**config.mk**
```make
export PLATFORM = sky130hd
export DESIGN_NAME = alu_exec_unit
export DESIGN_NICKNAME = d
export VERILOG_FILES = /design/src/rtl/alu_exec_unit.sv
export SDC_FILE = /design/constraint.sdc
export NUM_CORES = 1
export LEC_CHECK = 0
export CORE_MARGIN = 2
export CORE_UTILIZATION = 58
export DETAILED_ROUTE_END_ITERATION = 16
export HOLD_SLACK_MARGIN = 0.02
export PLACE_DENSITY = 0.89
export SYNTH_ARGS = -nofsm -noshare
export SYNTH_HDL_FRONTEND = slang
export SYNTH_SLANG_ARGS = --single-unit
```
**constraint.sdc**
```tcl
create_clock -name clk -period 2 [get_ports clk]
set_clock_uncertainty 0.2 [all_clocks]
set_input_delay 0.3 -clock clk [delete_from_list [all_inputs] [get_ports clk]]
set_output_delay 0.3 -clock clk [all_outputs]
set_load 0.05 [all_outputs]
```
**src/rtl/alu_exec_unit.sv**
```systemverilog
`default_nettype none
// ============================================================================
// Module   : alu_exec_unit
// Purpose  : Registered execute stage: ALU control decode, 32-bit ALU with
//            flags, PC+4 and branch-target adders, one register stage.
// Revision : 1.0 - initial release
// ============================================================================
module alu_exec_unit #(
    parameter int WIDTH  = 32,
    parameter int PC_INC = 4
) (
    input  logic             clk,
    input  logic             rst,
    input  logic             in_valid,
    input  logic [WIDTH-1:0] pc,
    input  logic [1:0]       alu_op,
    input  logic [5:0]       funct,
    input  logic [WIDTH-1:0] operand_a,
    input  logic [WIDTH-1:0] operand_b,
    input  logic [WIDTH-1:0] imm,
    input  logic             branch,
    output logic             out_valid,
    output logic [3:0]       alu_ctrl,
    output logic [WIDTH-1:0] result,
    output logic             zero,
    output logic             overflow,
    output logic [WIDTH-1:0] pc_plus4,
    output logic [WIDTH-1:0] branch_target,
    output logic             branch_taken
);

    localparam logic [3:0] c_ALU_AND = 4'b0000;
    localparam logic [3:0] c_ALU_OR  = 4'b0001;
    localparam logic [3:0] c_ALU_ADD = 4'b0010;
    localparam logic [3:0] c_ALU_SUB = 4'b0110;
    localparam logic [3:0] c_ALU_SLT = 4'b0111;
    localparam logic [3:0] c_ALU_NOR = 4'b1100;
    localparam logic [3:0] c_ALU_INV = 4'b1111;

    localparam logic [WIDTH-1:0] c_PC_INC = WIDTH'(PC_INC);

    logic [3:0]       w_alu_ctrl;
    logic [WIDTH-1:0] w_sum;
    logic [WIDTH-1:0] w_diff;
    logic [WIDTH-1:0] w_result;
    logic             w_overflow;
    logic             w_zero;
    logic [WIDTH-1:0] w_pc_plus4;
    logic [WIDTH-1:0] w_branch_target;

    always_comb begin
        w_alu_ctrl = c_ALU_INV;
        case (alu_op)
            2'b00:   w_alu_ctrl = c_ALU_ADD;
            2'b01:   w_alu_ctrl = c_ALU_SUB;
            2'b11:   w_alu_ctrl = c_ALU_ADD;
            default: begin
                case (funct)
                    6'b100000: w_alu_ctrl = c_ALU_ADD;
                    6'b100010: w_alu_ctrl = c_ALU_SUB;
                    6'b100100: w_alu_ctrl = c_ALU_AND;
                    6'b100101: w_alu_ctrl = c_ALU_OR;
                    6'b100111: w_alu_ctrl = c_ALU_NOR;
                    6'b101010: w_alu_ctrl = c_ALU_SLT;
                    default:   w_alu_ctrl = c_ALU_INV;
                endcase
            end
        endcase
    end

    assign w_sum  = operand_a + operand_b;
    assign w_diff = operand_a - operand_b;

    always_comb begin
        w_result   = '0;
        w_overflow = 1'b0;
        case (w_alu_ctrl)
            c_ALU_AND: w_result = operand_a & operand_b;
            c_ALU_OR:  w_result = operand_a | operand_b;
            c_ALU_ADD: begin
                w_result   = w_sum;
                w_overflow = (operand_a[WIDTH-1] == operand_b[WIDTH-1]) &&
                             (w_sum[WIDTH-1] != operand_a[WIDTH-1]);
            end
            c_ALU_SUB: begin
                w_result   = w_diff;
                w_overflow = (operand_a[WIDTH-1] != operand_b[WIDTH-1]) &&
                             (w_diff[WIDTH-1] != operand_a[WIDTH-1]);
            end
            c_ALU_SLT: w_result = {{(WIDTH-1){1'b0}},
                                   ($signed(operand_a) < $signed(operand_b))};
            c_ALU_NOR: w_result = ~(operand_a | operand_b);
            default:   w_result = '0;
        endcase
    end

    assign w_zero          = (w_result == '0);
    assign w_pc_plus4      = pc + c_PC_INC;
    assign w_branch_target = w_pc_plus4 + {imm[WIDTH-3:0], 2'b00};

    // Data outputs hold on idle cycles; only out_valid tracks in_valid.
    always_ff @(posedge clk or negedge rst) begin
        if (!rst) begin
            out_valid     <= 1'b0;
            alu_ctrl      <= '0;
            result        <= '0;
            zero          <= 1'b0;
            overflow      <= 1'b0;
            pc_plus4      <= '0;
            branch_target <= '0;
            branch_taken  <= 1'b0;
        end else if (in_valid) begin
            out_valid     <= 1'b1;
            alu_ctrl      <= w_alu_ctrl;
            result        <= w_result;
            zero          <= w_zero;
            overflow      <= w_overflow;
            pc_plus4      <= w_pc_plus4;
            branch_target <= w_branch_target;
            branch_taken  <= branch & w_zero;
        end else begin
            out_valid     <= 1'b0;
        end
    end

endmodule
`default_nettype wire

```
==> results of run 1 <==
[logic make-up after synthesis]
family | count (synthesis) | synth area share, %
buffers and inverters | 190 | 7.449
DFF | 102 | 21.59
and+or+nand+nor | 480 | 19.59
adders and majority gates | 137 | 14.69
xor gates and xnor gates | 63 | 4.793
AOI/OAI and AO/OA | 432 | 25.90
muxes | 63 | 5.999
[metrics by stage]
step | util (%) | setup WS (ns) | setup TNS [ns] | instance area [sq um] | hold WS, ns
2_1_floorplan | - | -1.610 | -43.56 | 12490 | -0.1956
3_3_place_gp | 91.62 | -2.409 | -112.96 | 18420 | 0.2009
3_5_place_dp | 91.62 | -2.679 | -127.74 | 18420 | 0.2041
==> results.sh, run 1 <==
export IMPL_post_cts_hold_buffer_count=1
export IMPL_post_synth_top_count_cell="sky130_fd_sc_hd__nor2_1"
export IMPL_status="stopped before the end"
export IMPL_ys_seq_area_share_pct=21.59
export IMPL_synthesis_area_sq_mm=0.01183
export IMPL_ys_flop_type="sky130_fd_sc_hd__dfrtp_1"
export IMPL_postCtsSetupBuffers=139
export IMPL_postSynthCellCount=1467
export IMPL_synth_net_count=1744
export IMPL_initial_core_util_pct=58.82
export IMPL_netlist_area_leader_share_pct=21.59
export IMPL_dieHeight_um=146.8
export IMPL_number_of_top_level_pins=244
export IMPL_row_count=52
export IMPL_synthesized_area_per_cell_sq_um=8.061
export IMPL_yosys_area_top_type="sky130_fd_sc_hd__dfrtp_1"
export IMPL_number_of_synthesized_flops_with_an_enable_pin=0
export IMPL_synth_area_leaders="sky130_fd_sc_hd__dfrtp_1, sky130_fd_sc_hd__ha_1, sky130_fd_sc_hd__nor2_1"
export IMPL_gp_congestion=1.081
export IMPL_synth_cell_type_count=98
export IMPL_port_buffers=241
export IMPL_dp_final_hpwl_um=45960
export IMPL_cts_max_path_bufs=2
export IMPL_outcome_stop_stage="4_1_cts"
export IMPL_synth_top_cells_by_count="sky130_fd_sc_hd__nor2_1, sky130_fd_sc_hd__ha_1, sky130_fd_sc_hd__inv_1"
export IMPL_post_cts_sizing=604
export IMPL_cts_sink_count=102
export IMPL_async_flop_share_pct=100.0
export IMPL_yosysWarningCount=0
export IMPL_firstError="[ERROR DPL-0038] Utilization greater than 100%, impossible to legalize"
export IMPL_tritoncts_num_buffers=9
export IMPL_cts_root_buf="sky130_fd_sc_hd__clkbuf_16"
export IMPL_h_tree_level_count=3
export IMPL_postSynthRegisterBits=102
export IMPL_placedCellCount=2400
export IMPL_die_w_um=146.8
==> inputs of run 2 (changes only) <==
CORE_UTILIZATION = 40   (was 58)
HOLD_SLACK_MARGIN = unset   (was 0.02)
PLACE_DENSITY = unset   (was 0.89)
PLACE_DENSITY_LB_ADDON = 0.15   (was unset)
==> results.sh, run 2 <==
export IMPL_netlist_area_leader_share_pct=21.59
export IMPL_placedCellCount=2557
export IMPL_worst_slew_pin_slew_ns=0.6518
export IMPL_number_of_maximum_capacitance_violations=0
export IMPL_final_standard_cell_count_with_taps_included_and_fillers_excluded=2740
export IMPL_yosys_mux_area_fraction_pct=5.999
export IMPL_tritoncts_num_buffers=9
export IMPL_nNetsFinal=2628
export IMPL_setup_worst_path_start_class="input port"
export IMPL_die_area_sq_mm=0.03095
export IMPL_worst_path_dominant_cell_family="simple AND/OR/NAND/NOR gates"
export IMPL_slew_limit_headroom_pct=56.25
export IMPL_reg2reg_depth=2
export IMPL_crit_path_cell_trace="clkdlybuf4s15_1, and3_4, buf_6, buf_6, nand3_4, xnor2_2, ha_4, nor3_1, nor2_1, o2111ai_4, a211o_1, a31oi_2, nand4_1, nand3b_1, a21oi_2, xnor2_1, mux2_4"
export IMPL_num_vias=15819
export IMPL_share_of_layout_cells_above_drive_strength_1_pct=56.07
export IMPL_worstPathRequired_ns=2.04
export IMPL_power_ir_vdd_worst_mv=0.4177
export IMPL_pin_count_of_the_biggest_net_entering_global_routing=39
export IMPL_layout_commonest_cell="sky130_fd_sc_hd__buf_4"
export IMPL_cts_max_path_bufs=2
export IMPL_clk_pin_slew_worst_paths_ns=0.07
export IMPL_number_of_top_level_pins=244
export IMPL_port_buffers=241
export IMPL_yosysWarningCount=0
export IMPL_critical_path_top_cell_by_count="sky130_fd_sc_hd__buf_6"
export IMPL_final_power_mw=12.83
export IMPL_reg2reg_slack_ns=0.86
export IMPL_combinational_family_with_the_most_area_after_synthesis="compound AO/OA/AOI/OAI gates"
export IMPL_worst_r2r_startpoint="branch_target[31]"
export IMPL_failed_checks="setup timing"
export IMPL_startpoint="pc[8]"
export IMPL_ys_seq_area_share_pct=21.59
export IMPL_antenna_diode_count=0
export IMPL_power_static_leakage_nw=10.62
export IMPL_area_growth_syn_to_layout_pct=96.10
export IMPL_share_seq_of_total_power_pct=20.8
export IMPL_final_hold_violation_count=0
export IMPL_synthesis_area_sq_mm=0.01183
export IMPL_power_internal_mw=7.211
export IMPL_grt_pass1_wl_um=82500
export IMPL_synthesized_area_per_cell_sq_um=8.061
export IMPL_row_count=62
export IMPL_initial_core_util_pct=40.87
export IMPL_post_synth_top_count_cell="sky130_fd_sc_hd__nor2_1"
export IMPL_critical_path_class="input port to flop"
export IMPL_async_flop_share_pct=100.0
export IMPL_timing_critical_path_to="branch_target[28]"
export IMPL_dieHeight_um=175.9
export IMPL_fmaxAchievable_mhz=271.7
export IMPL_cp_depth=17
export IMPL_synth_xor_xnor_area_share_pct=4.793
export IMPL_dp_final_hpwl_um=39350
export IMPL_tritoncts="done"
export IMPL_power_switching_share_pct=43.79
export IMPL_postLayoutSetupSlackWorst_ns=-1.680
export IMPL_timing_final_crit_share_pct=184.0
export IMPL_clk_insertion_delay_late_ns=0.36
export IMPL_grt_setup_unrepaired="true"
export IMPL_post_route_minimum_period_ns=3.680
export IMPL_cp_num_buf_inv=3
export IMPL_synth_net_count=1744
export IMPL_status="finished with violations"
export IMPL_drt_initial_violations=1412
export IMPL_initial_antenna_violation_count=0
export IMPL_postSynthRegisterBits=102
export IMPL_post_route_drc_violation_count=0
export IMPL_largestRegisters="pc_plus4 (32), result (32), branch_target (30)"
export IMPL_grt_overflow_total=0
export IMPL_final_max_slew_viol_count=0
export IMPL_post_synth_fa_ha_maj_area_fraction_pct=14.69
export IMPL_h_tree_level_count=3
export IMPL_crit_path_max_incr_delay_ns=0.36
export IMPL_dr_pass1_iters=6
export IMPL_worstSetupEndpointType="flop"
export IMPL_hold_start="in_valid"
export IMPL_synth_simple_gate_area_share_pct=19.59
export IMPL_synth_compound_area_share_pct=25.90
export IMPL_min_path_type="input port to flop"
export IMPL_number_of_synthesized_flops_with_an_enable_pin=0
export IMPL_worst_r2r_endpoint="branch_target[31]"
export IMPL_fin_util_pct=80.14
export IMPL_wl_um=58280
export IMPL_cts_root_buf="sky130_fd_sc_hd__clkbuf_16"
export IMPL_detail_route_vias_per_cell=5.773
export IMPL_yosys_area_top_type="sky130_fd_sc_hd__dfrtp_1"
export IMPL_ys_flop_type="sky130_fd_sc_hd__dfrtp_1"
export IMPL_synth_area_leaders="sky130_fd_sc_hd__dfrtp_1, sky130_fd_sc_hd__ha_1, sky130_fd_sc_hd__nor2_1"
export IMPL_route_antenna_remaining_nets=0
export IMPL_synth_cell_type_count=98
export IMPL_cp_data_arrival_time_ns=3.72
export IMPL_gp_congestion=0.9920
export IMPL_p_switching_mw=5.619
export IMPL_clockPowerShare_pct=14.3
export IMPL_avgRoutedWirePerCell_um=21.27
export IMPL_crit_path_top_delay_cell="sky130_fd_sc_hd__a211o_1"
export IMPL_synth_top_cells_by_count="sky130_fd_sc_hd__nor2_1, sky130_fd_sc_hd__ha_1, sky130_fd_sc_hd__inv_1"
export IMPL_power_density_mw_per_mm2=553.3
export IMPL_die_w_um=175.9
export IMPL_number_of_failing_setup_endpoints_in_the_final_timing_report=69
export IMPL_final_cell_mix="sky130_fd_sc_hd__buf_4, sky130_fd_sc_hd__nor2_1, sky130_fd_sc_hd__buf_6"
export IMPL_critPathMaxFanout=3
export IMPL_postSynthCellCount=1467
export IMPL_number_of_global_route_vias_before_repair=15624
export IMPL_globalRouteTotalUtil_pct=33.62
export IMPL_comb_power_share_pct=65.0
export IMPL_cts_sink_count=102
export IMPL_core_area_sq_mm=0.02894
-- run 2: cell counts after synthesis --
No cell type changed its count.
-- run 2: cells by family after synthesis --
group / Yosys count
buffers and inverters: 190
and+or+nand+nor: 480
adders and majority gates: 137
AOI/OAI and AO/OA: 432
DFF: 102
xor gates and xnor gates: 63
muxes: 63
-- run 2: repair_timing --
item	CTS	global route
setup endpoints to repair	100	74
resized for setup	560	254
buffers inserted	152	75
endpoints found under the hold margin	102	0
pin swaps	216	194
hold buffers	1	0
cloned	2	0
-- run 2: routing by layer --
layer  track usage (%)  wire, um  vias to the layer above
met2             59.86     28510                      839
met1             41.14     22550                     7621
li1                  -         -                     7096
met3             2.993      3709                      263
met4             15.46      3517                        0
met5                 0         0                        -
-- run 2: through the flow --
step                setup slack [ns]  area (sq um)  hold WS, ns  setup TNS [ns]
finish                        -1.680         23190      0.08511          -61.90
global route                  -1.823         23190      0.08923          -66.97
CTS                           -1.642         21910      0.08182          -58.03
detailed placement            -2.514         18820     -0.02328         -121.50
global placement              -2.489         18820     -0.02280         -118.13
floorplan                     -1.610         12490      -0.1956          -43.56
-- run 2: final cells by class --
type / count / area (sq um)
well taps: 384 / 480.5
inverters: 115 / 493.0
clock inverters: 7 / 82.58
multi-input cells: 1175 / 11280
fillers: 1799 / 5747
clock buffers: 9 / 225.2
flip-flops and latches: 102 / 2552
repair buffers: 948 / 8071
-- run 2: worst min path at each step --
stage / to / slack (ns) / cells after the start
global route: branch_target[27] / 0.09 / 2
finish: branch_target[27] / 0.09 / 2
floorplan: alu_ctrl[0] / -0.20 / 0
global placement: branch_target[10] / -0.02 / 1
detailed placement: pc_plus4[5] / -0.02 / 1
CTS: branch_target[27] / 0.08 / 2
-- run 2: power groups by stage --
stage               Clock (mW)  Sequential [mW]  Combinational [mW]
floorplan                    0             3.85                2.40
global placement             0             2.66                6.47
detailed placement           0             2.68                6.55
CTS                       1.86             2.64                7.54
global route              1.96             2.69                8.71
finish                    1.83             2.66                8.33
No activity file was read; power rests on OpenSTA's default activity.
==> inputs of run 3 (changes only) <==
clock period = 4.5 ns   (was 2 ns; I/O delays follow)
==> results.sh, run 3 (same netlist as run 2, synthesis figures left out) <==
export IMPL_row_count=62
export IMPL_grt_overflow_total=0
export IMPL_grt_pass1_wl_um=68230
export IMPL_die_w_um=175.9
export IMPL_worstPathRequired_ns=4.57
export IMPL_share_seq_of_total_power_pct=24.4
export IMPL_cts_root_buf="sky130_fd_sc_hd__clkbuf_16"
export IMPL_comb_power_share_pct=58.7
export IMPL_port_buffers=241
export IMPL_drt_initial_violations=994
export IMPL_cts_max_path_bufs=2
export IMPL_detail_route_vias_per_cell=5.541
export IMPL_multi_input_comb_area_sq_mm=0.008922
export IMPL_final_hold_violation_count=0
export IMPL_globalRouteTotalUtil_pct=27.69
export IMPL_post_cts_hold_buffer_count=0
export IMPL_power_static_leakage_nw=8.165
export IMPL_cp_num_buf_inv=3
export IMPL_clk_pin_slew_worst_paths_ns=0.08
export IMPL_fin_worst_hold_slack_ns=0.2016
export IMPL_share_of_layout_cells_above_drive_strength_1_pct=27.22
export IMPL_wl_um=44190
export IMPL_min_path_type="input port to asynchronous set/reset pin"
export IMPL_crit_path_top_delay_cell="sky130_fd_sc_hd__clkdlybuf4s50_1"
export IMPL_route_antenna_remaining_nets=0
export IMPL_placedCellCount=2355
export IMPL_core_area_sq_mm=0.02894
export IMPL_clockPowerShare_pct=16.9
export IMPL_worstSetupEndpointType="flop"
export IMPL_layout_commonest_cell="sky130_fd_sc_hd__buf_4"
export IMPL_final_fill_count=2632
export IMPL_worst_path_dominant_cell_family="simple AND/OR/NAND/NOR gates"
export IMPL_pin_count_of_the_biggest_net_entering_global_routing=66
export IMPL_num_vias=13226
export IMPL_status="completed"
export IMPL_timing_final_crit_share_pct=98.71
export IMPL_dieHeight_um=175.9
export IMPL_fmaxAchievable_mhz=225.1
export IMPL_h_tree_level_count=3
export IMPL_final_standard_cell_count_with_taps_included_and_fillers_excluded=2387
export IMPL_final_cell_mix="sky130_fd_sc_hd__buf_4, sky130_fd_sc_hd__clkdlybuf4s50_1, sky130_fd_sc_hd__nor2_1"
export IMPL_setup_worst_path_start_class="input port"
export IMPL_final_max_slew_viol_count=0
export IMPL_number_of_top_level_pins=244
export IMPL_critPathMaxFanout=11
export IMPL_power_switching_share_pct=43.76
export IMPL_area_growth_syn_to_layout_pct=50.68
export IMPL_initial_antenna_violation_count=1
export IMPL_avgRoutedWirePerCell_um=18.51
export IMPL_post_route_minimum_period_ns=4.442
export IMPL_worst_slew_pin_slew_ns=1.097
export IMPL_initial_core_util_pct=40.87
export IMPL_dr_pass1_iters=7
export IMPL_power_internal_mw=2.668
export IMPL_power_density_mw_per_mm2=266.2
export IMPL_largestRegisters="pc_plus4 (32), result (32), branch_target (30)"
export IMPL_tritoncts="done"
export IMPL_dp_final_hpwl_um=35780
export IMPL_seq_area_sq_mm=0.002552
export IMPL_post_route_drc_violation_count=0
export IMPL_nNetsFinal=2274
export IMPL_fin_util_pct=61.58
export IMPL_crit_path_cell_trace="clkdlybuf4s50_1, mux2_2, or3_1, buf_4, nand2_1, o211ai_1, a22oi_1, and4b_1, o211a_1, nand4_1, nor4_1, buf_4, nand4_1, o32ai_2"
export IMPL_p_switching_mw=2.075
export IMPL_die_area_sq_mm=0.03095
export IMPL_number_of_global_route_vias_before_repair=12811
export IMPL_crit_path_max_incr_delay_ns=0.58
export IMPL_tritoncts_num_buffers=9
export IMPL_gp_congestion=0.9914
export IMPL_number_of_maximum_capacitance_violations=0
export IMPL_number_of_failing_setup_endpoints_in_the_final_timing_report=0
export IMPL_slew_limit_headroom_pct=26.61
export IMPL_cts_sink_count=102
export IMPL_power_ir_vdd_worst_mv=0.1745
export IMPL_clk_insertion_delay_late_ns=0.35
export IMPL_cp_data_arrival_time_ns=4.51
export IMPL_timing_setup_tns_ns=0
export IMPL_critical_path_class="input port to flop"
[run 3: cell count changes in the layout (fill, tap and decap cells not counted), moves of 29 or more]
cell	before	now
sky130_fd_sc_hd__buf_4	664	352
sky130_fd_sc_hd__ha_1	90	119
sky130_fd_sc_hd__clkdlybuf4s50_1	70	217
sky130_fd_sc_hd__dlygate4sd2_1	37	1
sky130_fd_sc_hd__buf_6	114	1
sky130_fd_sc_hd__a21oi_2	50	12
sky130_fd_sc_hd__a21oi_1	50	96
sky130_fd_sc_hd__inv_1	69	108
[run 3: cell type report]
class                      count  share of cell area [%]
multi-input combinational   1175                   50.07
sequential                   102                   14.32
clock buffer                  10                   1.341
antenna                        1                 0.01404
timing repair buffer         594                   28.83
clock inverter                 6                  0.2949
tap                          384                   2.696
inverter                     115                   2.423
[run 3: timing repair]
item	in CTS	in global routing
pin swaps	7	41
resized for setup	26	106
endpoints found under the setup margin	7	10
buffers inserted	2	14
[run 3: power groups by stage]
stage	Combinational (mW)	Clock, mW	Sequential [mW]
2_1_floorplan	0.971	0	1.71
3_3_place_gp	2.64	0	1.17
3_5_place_dp	2.66	0	1.18
4_1_cts	2.69	0.822	1.16
5_1_grt	2.96	0.859	1.18
6_report	2.78	0.801	1.16
[run 3: metal layers]
| layer | wire [um] | global-route usage (%) |
|---|---|---|
| met2 | 20970 | 47.18 |
| met4 | 1390 | 9.711 |
| met1 | 19130 | 36.26 |
| met3 | 2697 | 3.295 |
| met5 | 0 | 0 |
[run 3: stage by stage]
| stage | power, mW | instance area, sq um | setup WS, ns |
|---|---|---|---|
| final | 4.743 | 17820 | 0.05793 |
| after detailed placement | 3.840 | 16840 | -0.5791 |
| after global placement | 3.808 | 16840 | -0.5535 |
| after floorplan | 2.683 | 11830 | 0.2922 |
| after CTS | 4.674 | 17280 | -0.002895 |
| after global routing | 4.998 | 17820 | -0.04128 |
[run 3: path summary, 6_finish.rpt]
check / startpoint / endpoint / slack [ns] / cells after the start
min in group clk: result[30] / result[30] / 0.28 / 1
worst max register to register: branch_target[31] / branch_target[31] / 3.43 / 2
max in group asynchronous: rst / alu_ctrl[3] / 3.04 / 2
worst min register to register: result[30] / result[30] / 0.28 / 1
worst min-delay path: rst / branch_target[20] / 0.20 / 1
worst max-delay path: funct[1] / branch_taken / 0.06 / 14
